==> config.mk <==
export PLATFORM = sky130hd
export DESIGN_NAME = operand_sequencer_flat
export DESIGN_NICKNAME = d
export VERILOG_FILES = /design/src/rtl/operand_sequencer_if.sv /design/src/rtl/operand_sequencer.sv /design/src/flat_wrapper.sv
export SDC_FILE = /design/constraint.sdc
export NUM_CORES = 1
export LEC_CHECK = 0
export BUFFER_PORTS_ARGS = -buffer_cell sky130_fd_sc_hd__buf_2
export CAP_MARGIN = 40
export CORE_AREA = 5 5 68 95
export CTS_BUF_LIST = sky130_fd_sc_hd__clkbuf_16
export DETAILED_ROUTE_END_ITERATION = 8
export DIE_AREA = 0 0 73 100
export PLACE_DENSITY_LB_ADDON = 0.15
export SLEW_MARGIN = 10
export SYNTH_ARGS = -nofsm -noshare
export SYNTH_HDL_FRONTEND = slang
export SYNTH_SLANG_ARGS = --single-unit
==> constraint.sdc <==
create_clock -name clk -period 2 [get_ports clk]
set_input_delay 0.1 -clock clk [delete_from_list [all_inputs] [get_ports clk]]
set_output_delay 0.1 -clock clk [all_outputs]
set_load 0.01 [all_outputs]
==> src/rtl/operand_sequencer_if.sv <==
// Valid/ready bundle for the operand sequencer: operand pair in, captured results out.
// The slave modport is the sequencer's view; master is the upstream/downstream peer.
interface operand_sequencer_if;
  logic       in_valid;
  logic       in_ready;
  logic [3:0] in_a;
  logic [3:0] in_b;
  logic       out_valid;
  logic       out_ready;
  logic [3:0] out_first;
  logic [3:0] out_second;
  logic [4:0] out_sum;

  modport slave (
    input  in_valid, in_a, in_b, out_ready,
    output in_ready, out_valid, out_first, out_second, out_sum
  );

  modport master (
    output in_valid, in_a, in_b, out_ready,
    input  in_ready, out_valid, out_first, out_second, out_sum
  );
endinterface

==> src/rtl/operand_sequencer.sv <==
// Latches an operand pair, steers it through an external 2:1 mux one select at a time,
// and returns both captured mux outputs plus their 5-bit sum over a valid/ready handshake.
module operand_sequencer #(
  parameter int unsigned CNT_W = 8
) (
  input  logic               clk,
  input  logic               rst,
  operand_sequencer_if.slave bus,
  output logic [3:0]         mux_a,
  output logic [3:0]         mux_b,
  output logic               mux_sel,
  input  logic [3:0]         mux_o,
  output logic [CNT_W-1:0]   txn_count
);

  typedef enum logic [1:0] {StIdle, StSelA, StSelB, StDone} state_e;

  state_e           state_q;
  logic [3:0]       op_a_q;
  logic [3:0]       op_b_q;
  logic [3:0]       first_q;
  logic [3:0]       second_q;
  logic             in_ready_q;
  logic             out_valid_q;
  logic             mux_sel_q;
  logic [CNT_W-1:0] count_q;

  // Handshake and select outputs are registered alongside the state they decode.
  always_ff @(posedge clk) begin
    if (rst) begin
      state_q     <= StIdle;
      op_a_q      <= '0;
      op_b_q      <= '0;
      first_q     <= '0;
      second_q    <= '0;
      in_ready_q  <= 1'b1;
      out_valid_q <= 1'b0;
      mux_sel_q   <= 1'b0;
      count_q     <= '0;
    end else begin
      unique case (state_q)
        StIdle: begin
          if (bus.in_valid) begin
            op_a_q     <= bus.in_a;
            op_b_q     <= bus.in_b;
            in_ready_q <= 1'b0;
            mux_sel_q  <= 1'b0;
            state_q    <= StSelA;
          end
        end
        StSelA: begin
          first_q   <= mux_o;
          mux_sel_q <= 1'b1;
          state_q   <= StSelB;
        end
        StSelB: begin
          second_q    <= mux_o;
          mux_sel_q   <= 1'b0;
          out_valid_q <= 1'b1;
          state_q     <= StDone;
        end
        StDone: begin
          if (bus.out_ready) begin
            count_q     <= count_q + 1'b1;
            out_valid_q <= 1'b0;
            in_ready_q  <= 1'b1;
            state_q     <= StIdle;
          end
        end
      endcase
    end
  end

  assign bus.in_ready   = in_ready_q;
  assign bus.out_valid  = out_valid_q;
  assign bus.out_first  = first_q;
  assign bus.out_second = second_q;
  assign bus.out_sum    = {1'b0, first_q} + {1'b0, second_q};

  assign mux_a     = op_a_q;
  assign mux_b     = op_b_q;
  assign mux_sel   = mux_sel_q;
  assign txn_count = count_q;

endmodule

==> src/flat_wrapper.sv <==
// flat-port wrapper written by rule: the top's interface ports become plain ports
module operand_sequencer_flat 
#(
  parameter int unsigned CNT_W = 8
)
  (clk, rst, mux_a, mux_b, mux_sel, mux_o, txn_count, bus_in_valid, bus_in_a, bus_in_b, bus_out_ready, bus_in_ready, bus_out_valid, bus_out_first, bus_out_second, bus_out_sum);
  operand_sequencer_if bus_i ();
  input  logic clk;
  input  logic rst;
  output logic [3:0] mux_a;
  output logic [3:0] mux_b;
  output logic mux_sel;
  input  logic [3:0] mux_o;
  output logic [CNT_W-1:0] txn_count;
  input wire logic [$bits(bus_i.in_valid)-1:0] bus_in_valid;
  input wire logic [$bits(bus_i.in_a)-1:0] bus_in_a;
  input wire logic [$bits(bus_i.in_b)-1:0] bus_in_b;
  input wire logic [$bits(bus_i.out_ready)-1:0] bus_out_ready;
  output wire logic [$bits(bus_i.in_ready)-1:0] bus_in_ready;
  output wire logic [$bits(bus_i.out_valid)-1:0] bus_out_valid;
  output wire logic [$bits(bus_i.out_first)-1:0] bus_out_first;
  output wire logic [$bits(bus_i.out_second)-1:0] bus_out_second;
  output wire logic [$bits(bus_i.out_sum)-1:0] bus_out_sum;
  assign bus_i.in_valid = bus_in_valid;
  assign bus_i.in_a = bus_in_a;
  assign bus_i.in_b = bus_in_b;
  assign bus_i.out_ready = bus_out_ready;
  assign bus_in_ready = bus_i.in_ready;
  assign bus_out_valid = bus_i.out_valid;
  assign bus_out_first = bus_i.out_first;
  assign bus_out_second = bus_i.out_second;
  assign bus_out_sum = bus_i.out_sum;
  operand_sequencer #(.CNT_W(CNT_W)) u_core (.clk(clk), .rst(rst), .bus(bus_i), .mux_a(mux_a), .mux_b(mux_b), .mux_sel(mux_sel), .mux_o(mux_o), .txn_count(txn_count));
endmodule
==> results of run 1 <==
-- cells in the mapped netlist --
master,count,area [sq um]
inv_1,7,26.3
nand3_1,13,65.1
nand2b_1,3,18.8
a21oi_1,21,105
xor2_1,2,17.5
o31ai_1,3,22.5
buf_1,1,3.75
nand2_1,13,48.8
mux2i_1,8,80.1
and2b_1,1,7.51
nor4_1,1,6.26
o21bai_1,1,7.51
or3_1,2,12.5
or4_1,3,22.5
nand3b_1,1,7.51
nand3_2,1,10.0
xnor2_1,2,17.5
o21ai_0,5,25.0
clkbuf_1,6,22.5
buf_4,1,7.51
fa_1,1,20.0
nor2_1,11,41.3
nor3_1,1,5.00
dfxtp_1,29,581
nor2b_1,3,18.8
ha_1,10,125
a21o_1,1,7.51
-- routing by layer --
metal	vias up	part of all wire	global-route usage
li1	610	-	-
met5	-	0	0
met3	5	0.083	0.0321
met4	0	0.016	0.0355
met1	527	0.44	0.108
met2	36	0.46	0.150
-- power by group through the flow --
| stage | combinational, mW | clock, mW | sequential [mW] |
|---|---|---|---|
| after floorplan | 0.463 | 0 | 0.819 |
| after global placement | 0.764 | 0 | 0.785 |
| after detailed placement | 0.752 | 0 | 0.787 |
| after CTS | 0.756 | 0.701 | 0.777 |
| after global routing | 0.831 | 0.725 | 0.792 |
| final | 0.736 | 0.673 | 0.777 |
-- registers in the layout (all words and copies together) (netlist names), 2 cells and up --
signal / flops
u_core.bus.out_second: 4
u_core.bus.out_first: 4
u_core.mux_a: 4
u_core.mux_b: 4
u_core.txn_count: 8
u_core.state_q: 2
-- kinds of logic after synthesis --
group / Yosys count / synth area share
buffers and inverters: 15 / 0.0451
AND/OR/NAND/NOR: 53 / 0.198
multiplexers: 8 / 0.0601
adder cells (fa/ha/maj): 11 / 0.109
AO/OA/AOI/OAI: 31 / 0.126
XOR/XNOR: 4 / 0.0263
flip-flops: 29 / 0.436
-- layout make-up --
cell class	count	area (sq um)
fill	616	3680
multi-input combinational	107	692
sequential	29	581
timing repair buffer	48	243
clock buffer	5	125
tap	68	85.1
inverter	7	26.3
clock inverter	3	11.3
-- worst max-delay path, delay by kind of cell, from the launching register on --
family / cells / cell delay [ns]
and+or+nand+nor: 2 / 0.21
buffers and inverters: 2 / 0.19
DFF: 1 / 0.35
adders and majority gates: 2 / 0.58
AOI/OAI and AO/OA: 1 / 0.08
-- cells in the final DEF, fill, tap and decap left out --
cell        n
buf_2      47
dfxtp_1    29
nor2_1     11
nand2b_1    3
nand2_1    13
mux2i_1     8
nand3b_1    1
o21bai_1    1
ha_1       10
nand3_2     1
nand3_1    13
fa_1        1
and2b_1     1
a21oi_1    21
xor2_1      2
clkbuf_16   5
o31ai_1     3
nor3_1      1
or3_1       2
or4_1       3
inv_1      10
a21o_1      1
xnor2_1     2
buf_4       1
nor4_1      1
o21ai_0     5
nor2b_1     3
-- worst paths after layout --
kind | end | cells past startpoint
setup reg to reg | u_core.txn_count[6]$_SDFFE_PP0P_ | 4
hold reg to reg | u_core.mux_b[1]$_SDFFE_PP0P_ | 2
hold / removal | u_core.bus.out_first[3]$_SDFFE_PP0P_ | 3
setup / recovery | bus_out_sum[4] | 7
==> metrics.cfg, run 1 <==
[setup_path]
start_kind = register
worstSetupPathType = reg -> out
crit_arrival_ns = 1.66
end_kind = output port
worstPathMaxFanout = 3
critPathLaunch = u_core.bus.out_second[0]$_SDFFE_PP0P_
r2r-start = u_core.state_q[1]$_SDFFE_PP0P_
cp_cell_sequence = ha_1 -> inv_1 -> fa_1 -> nor2b_1 -> o21ai_0 -> nand2b_1 -> buf_2
r2r_slack_ns = 0.41
slowest_stage = fa_1
crit_required_ns = 1.90
max_stage_delay_ns = 0.39

[yosys]
syn_inst = 151
yosysSeqAreaShare = 0.436
ys.warnings.count = 0
syn_avg_cell_area_sq_um = 8.82
synth.distinct_cells = 27
syn-cell-area_sq_um = 1330
syn-num-nets = 178
synth_seq_cells = 29

[clock_network]
htreeDepth = 2
cts_tree = yes
path_clk_slew_ns = 0.05
cts_max_path_buffers = 2
cts_root_buffer = clkbuf_16
clkLatencyLatePin_ns = 0.27
cts_buffers = 5
cts_num_sinks = 29
hold_buffers = 0
postCtsSetupBuffers = 0
cts_resized = 0

[drt]
post-route-drc-count = 0
viasPerCell = 4.41
drt_wl_total_um = 3230
vias = 1178
ant_nets = 0
drtIter0Drc = 76
wl_per_cell_um = 12.1
firstDrtPassIters = 3

[placed_design]
gp_congestion = 0.696
portBuffers = 47
dpl.hpwl_um = 2400
place_inst = 259
pre_cts_ws_ns = 0.411
placed_area_sq_um = 1630

[pwr]
clkPwrFrac = 0.308
leakagePower_nw = 0.813
power_mw = 2.19
p_per_area_nw_per_um2 = 1240
p_sw_frac = 0.334
pwr-share-seq = 0.355
p_comb_frac = 0.337
p_sw_mw = 0.731
peakVddDrop_mv = 0.434
p_int_mw = 1.46

[layout]
antenna_cells = 0
fin_area_sq_um = 1760
final_nets = 225
drive_above_1_share = 0.271
final_cells = 267
areaGrowthSynthToFinish_pct = 32.3
post-route-util = 0.324

[grt]
grt_first_pass_wirelength_um = 5300
grt_pass1_vias = 1158
overflow = 0
antenna_found_initial = 0
grt_max_degree = 30
track_usage = 0.0919

[timing]
setup_ws_ns = 0.237
relSlewSlack = 0.626
tns_ns = 0
hold_slack_ns = 0.0902
drv_slew = 0
skew_ns = 0.00344
hold_violations = 0
worst_pin_slew_ns = 0.560
post-route-period-util = 0.882
max_freq_ghz = 0.567
finalSetupViolations = 0
period_minus_slack_ns = 1.76
rsz0062_at_grt = false

[outcome]
status = complete, no violations

[floorplan]
ioPinCount = 48
initial_core_util = 0.245
core_sq_um = 5450
num_rows = 32
die_w_um = 73
die_y_um = 100
die_area_sq_um = 7300

[worst_hold_path]
hold_path.class = in -> reg
min-delay-start = mux_o[3]

[flow_run]
drv_cap = 0

(Power assumes the default switching activity.)
==> inputs of run 2 (changes only) <==
--- a/config.mk
+++ b/config.mk
@@ -5,6 +5,7 @@
 export SDC_FILE = /design/constraint.sdc
 export NUM_CORES = 1
 export LEC_CHECK = 0
+export ABC_AREA = 1
 export BUFFER_PORTS_ARGS = -buffer_cell sky130_fd_sc_hd__buf_2
 export CAP_MARGIN = 40
 export CORE_AREA = 5 5 68 95
==> run 2 against run 1 <==
  * Sequential share of layout area down 0.35 points
  * Critical path depth down 2
  * Wire length up 5.2%
  * Highest routed layer unchanged
  * Final area up 1.1%
  * Combinational power up 21%
  * Register-to-register slack better by 0.28 ns
  * Area after synthesis about the same
  * Utilization up 0.34 points
  * Global-route usage up 0.99 points
  * Sequential power up 9.4%
  * Sequential cell count unchanged
  * Largest cell class unchanged
==> metrics.cfg, run 2 <==
[worst_hold_path]
min-delay-start = mux_o[0]
hold_path.class = in -> reg

[placed_design]
pre_cts_ws_ns = 0.591  ; +0.180 ns
gp_congestion = 0.737  ; +5.9%
portBuffers = 47  ; unchanged
place_inst = 290  ; +12%
dpl.hpwl_um = 2680  ; +12%

[timing]
max_freq_ghz = 0.594  ; +4.7%
tns_ns = 0  ; unchanged
skew_ns = 0.00377  ; +0.000329 ns
finalSetupViolations = 0  ; unchanged
rsz0062_at_grt = false
period_minus_slack_ns = 1.68  ; -0.0788 ns
setup_ws_ns = 0.315  ; +0.0788 ns
drv_slew = 0  ; unchanged
hold_violations = 0  ; unchanged
worst_pin_slew_ns = 0.629  ; +0.0684 ns
post-route-period-util = 0.842  ; -0.0394
relSlewSlack = 0.580  ; -0.0460

[grt]
antenna_found_initial = 0  ; unchanged
grt_pass1_vias = 1303  ; +13%
grt_max_degree = 24  ; -20%
track_usage = 0.102  ; +0.00992
overflow = 0  ; unchanged
grt_first_pass_wirelength_um = 5780  ; +9.0%

[floorplan]
core_sq_um = 5450  ; unchanged
die_area_sq_um = 7300  ; unchanged
die_w_um = 73  ; unchanged
ioPinCount = 48  ; unchanged
die_y_um = 100  ; unchanged
initial_core_util = 0.244  ; about the same
num_rows = 32  ; unchanged

[setup_path]
max_stage_delay_ns = 0.39  ; about the same
crit_family = adder cells
end_kind = output port
crit_buf_inv = 2  ; unchanged
start_kind = register
crit_arrival_ns = 1.58  ; -0.08 ns
r2r_slack_ns = 0.69  ; +0.28 ns
critPathLaunch = u_core.bus.out_second[0]$_SDFFE_PP0P_
r2r-start = u_core.state_q[0]$_SDFFE_PP0P_
slowest_stage = fa_1
crit_required_ns = 1.90  ; about the same
worstSetupPathType = reg -> out
cp_cell_sequence = ha_1 -> inv_1 -> fa_1 -> o21ai_0 -> buf_2
worstPathMaxFanout = 3  ; unchanged

[clock_network]
htreeDepth = 2  ; unchanged
cts_resized = 0  ; unchanged
cts_tree = yes
cts_root_buffer = clkbuf_16
cts_num_sinks = 29  ; unchanged
postCtsSetupBuffers = 0  ; unchanged
path_clk_slew_ns = 0.05  ; about the same
clkLatencyLatePin_ns = 0.27  ; about the same
cts_buffers = 5  ; unchanged
hold_buffers = 0  ; unchanged
cts_max_path_buffers = 2  ; unchanged

[layout]
antenna_cells = 0  ; unchanged
areaGrowthSynthToFinish_pct = 33.8
final_common_cell = buf_2
post-route-util = 0.327  ; +0.00345
drive_above_1_share = 0.261  ; -0.0105
n_fill_cell = 628  ; +1.9%
final_nets = 256  ; +14%
largest_reg_flops = 8  ; unchanged
final_cells = 298  ; +12%
layout_common_cells = buf_2, nor2_1, dfxtp_1

[yosys]
syn-num-nets = 204  ; +15%
synth_edf_count = 0  ; unchanged
syn_inst = 177  ; +17%
netlist_top_cells_count = nor2_1, dfxtp_1, nand2_1, o21ai_0, inv_1
synth_top_area_frac = 0.436  ; about the same
yosysSeqAreaShare = 0.436  ; about the same
synth_top_area_cell = dfxtp_1
synth_seq_cells = 29  ; unchanged
syn-cell-area_sq_um = 1330  ; about the same
synth_area_leaders = dfxtp_1, nor2_1, ha_1, o21ai_0, nand2_1
synth.distinct_cells = 18  ; -33%
syn_avg_cell_area_sq_um = 7.52  ; -15%
yosysMostFrequentCell = nor2_1
ys.warnings.count = 0  ; unchanged
synth-main-ff-cell = dfxtp_1
async_flop_share = 0  ; unchanged

[pwr]
peakVddDrop_mv = 0.333  ; -23%
p_per_area_nw_per_um2 = 1370  ; +11%
power_mw = 2.45  ; +12%
leakagePower_nw = 0.868  ; +6.8%

[drt]
post-route-drc-count = 0  ; unchanged
viasPerCell = 4.28  ; -3.0%
wl_per_cell_um = 11.4  ; -5.7%
ant_nets = 0  ; unchanged
drt_wl_total_um = 3400  ; +5.2%
firstDrtPassIters = 3  ; unchanged
drtIter0Drc = 43  ; -43%
vias = 1275  ; +8.2%

[outcome]
status = complete, no violations

[flow_run]
drv_cap = 0  ; unchanged

[run 2: worst reg2reg max path, delay by kind of cell, from the launching register on]
kind,cells,cell delay [ns]
and+or+nand+nor,3,0.38
DFF,1,0.37
buffers and inverters,2,0.24
adders and majority gates,1,0.21
[run 2: through the flow]
| step | hold slack, ns | instance area [sq um] |
|---|---|---|
| floorplan | 0.169 | 1330 |
| global placement | 0.352 | 1640 |
| detailed placement | 0.344 | 1640 |
| CTS | 0.0592 | 1780 |
| global route | 0.105 | 1780 |
| finish | 0.0636 | 1780 |
[run 2: worst paths after layout]
check	to	cells past startpoint
setup / recovery	bus_out_sum[4]	5
hold / removal	u_core.bus.out_first[0]$_SDFFE_PP0P_	3
setup reg to reg	u_core.mux_b[1]$_SDFFE_PP0P_	6
hold reg to reg	u_core.bus.in_ready$_SDFFE_PP1P_	2
[run 2: routing by layer]
layer | vias up | wire length [um] | global-route usage
met3 | 6 | 234 | 0.0331
met1 | 564 | 1450 | 0.113
li1 | 669 | - | -
met4 | 0 | 80 | 0.0526
met5 | - | 0 | 0
met2 | 36 | 1630 | 0.170
[run 2: cell type report]
type	instances	area, sq um	share of cell area
Inverter	19	71.3	0.0400
Tap cell	68	85.1	0.0478
Multi-Input combinational cell	127	667	0.374
Clock inverter	3	17.5	0.00983
Timing Repair Buffer	47	235	0.132
Clock buffer	5	125	0.0702
Sequential cell	29	581	0.326
[run 2: report_power, final]
group          internal (mW)  total, mW  switching, mW
sequential             0.739      0.850          0.110
clock                  0.455      0.711          0.256
combinational          0.351      0.889          0.538
[run 2: kinds of logic after synthesis]
| kind of cell | after synthesis | share of synthesized area |
|---|---|---|
| and+or+nand+nor | 84 | 0.266 |
| buffers and inverters | 21 | 0.0630 |
| adders and majority gates | 11 | 0.109 |
| xor gates and xnor gates | 2 | 0.0132 |
| DFF | 29 | 0.436 |
| AOI/OAI and AO/OA | 30 | 0.113 |
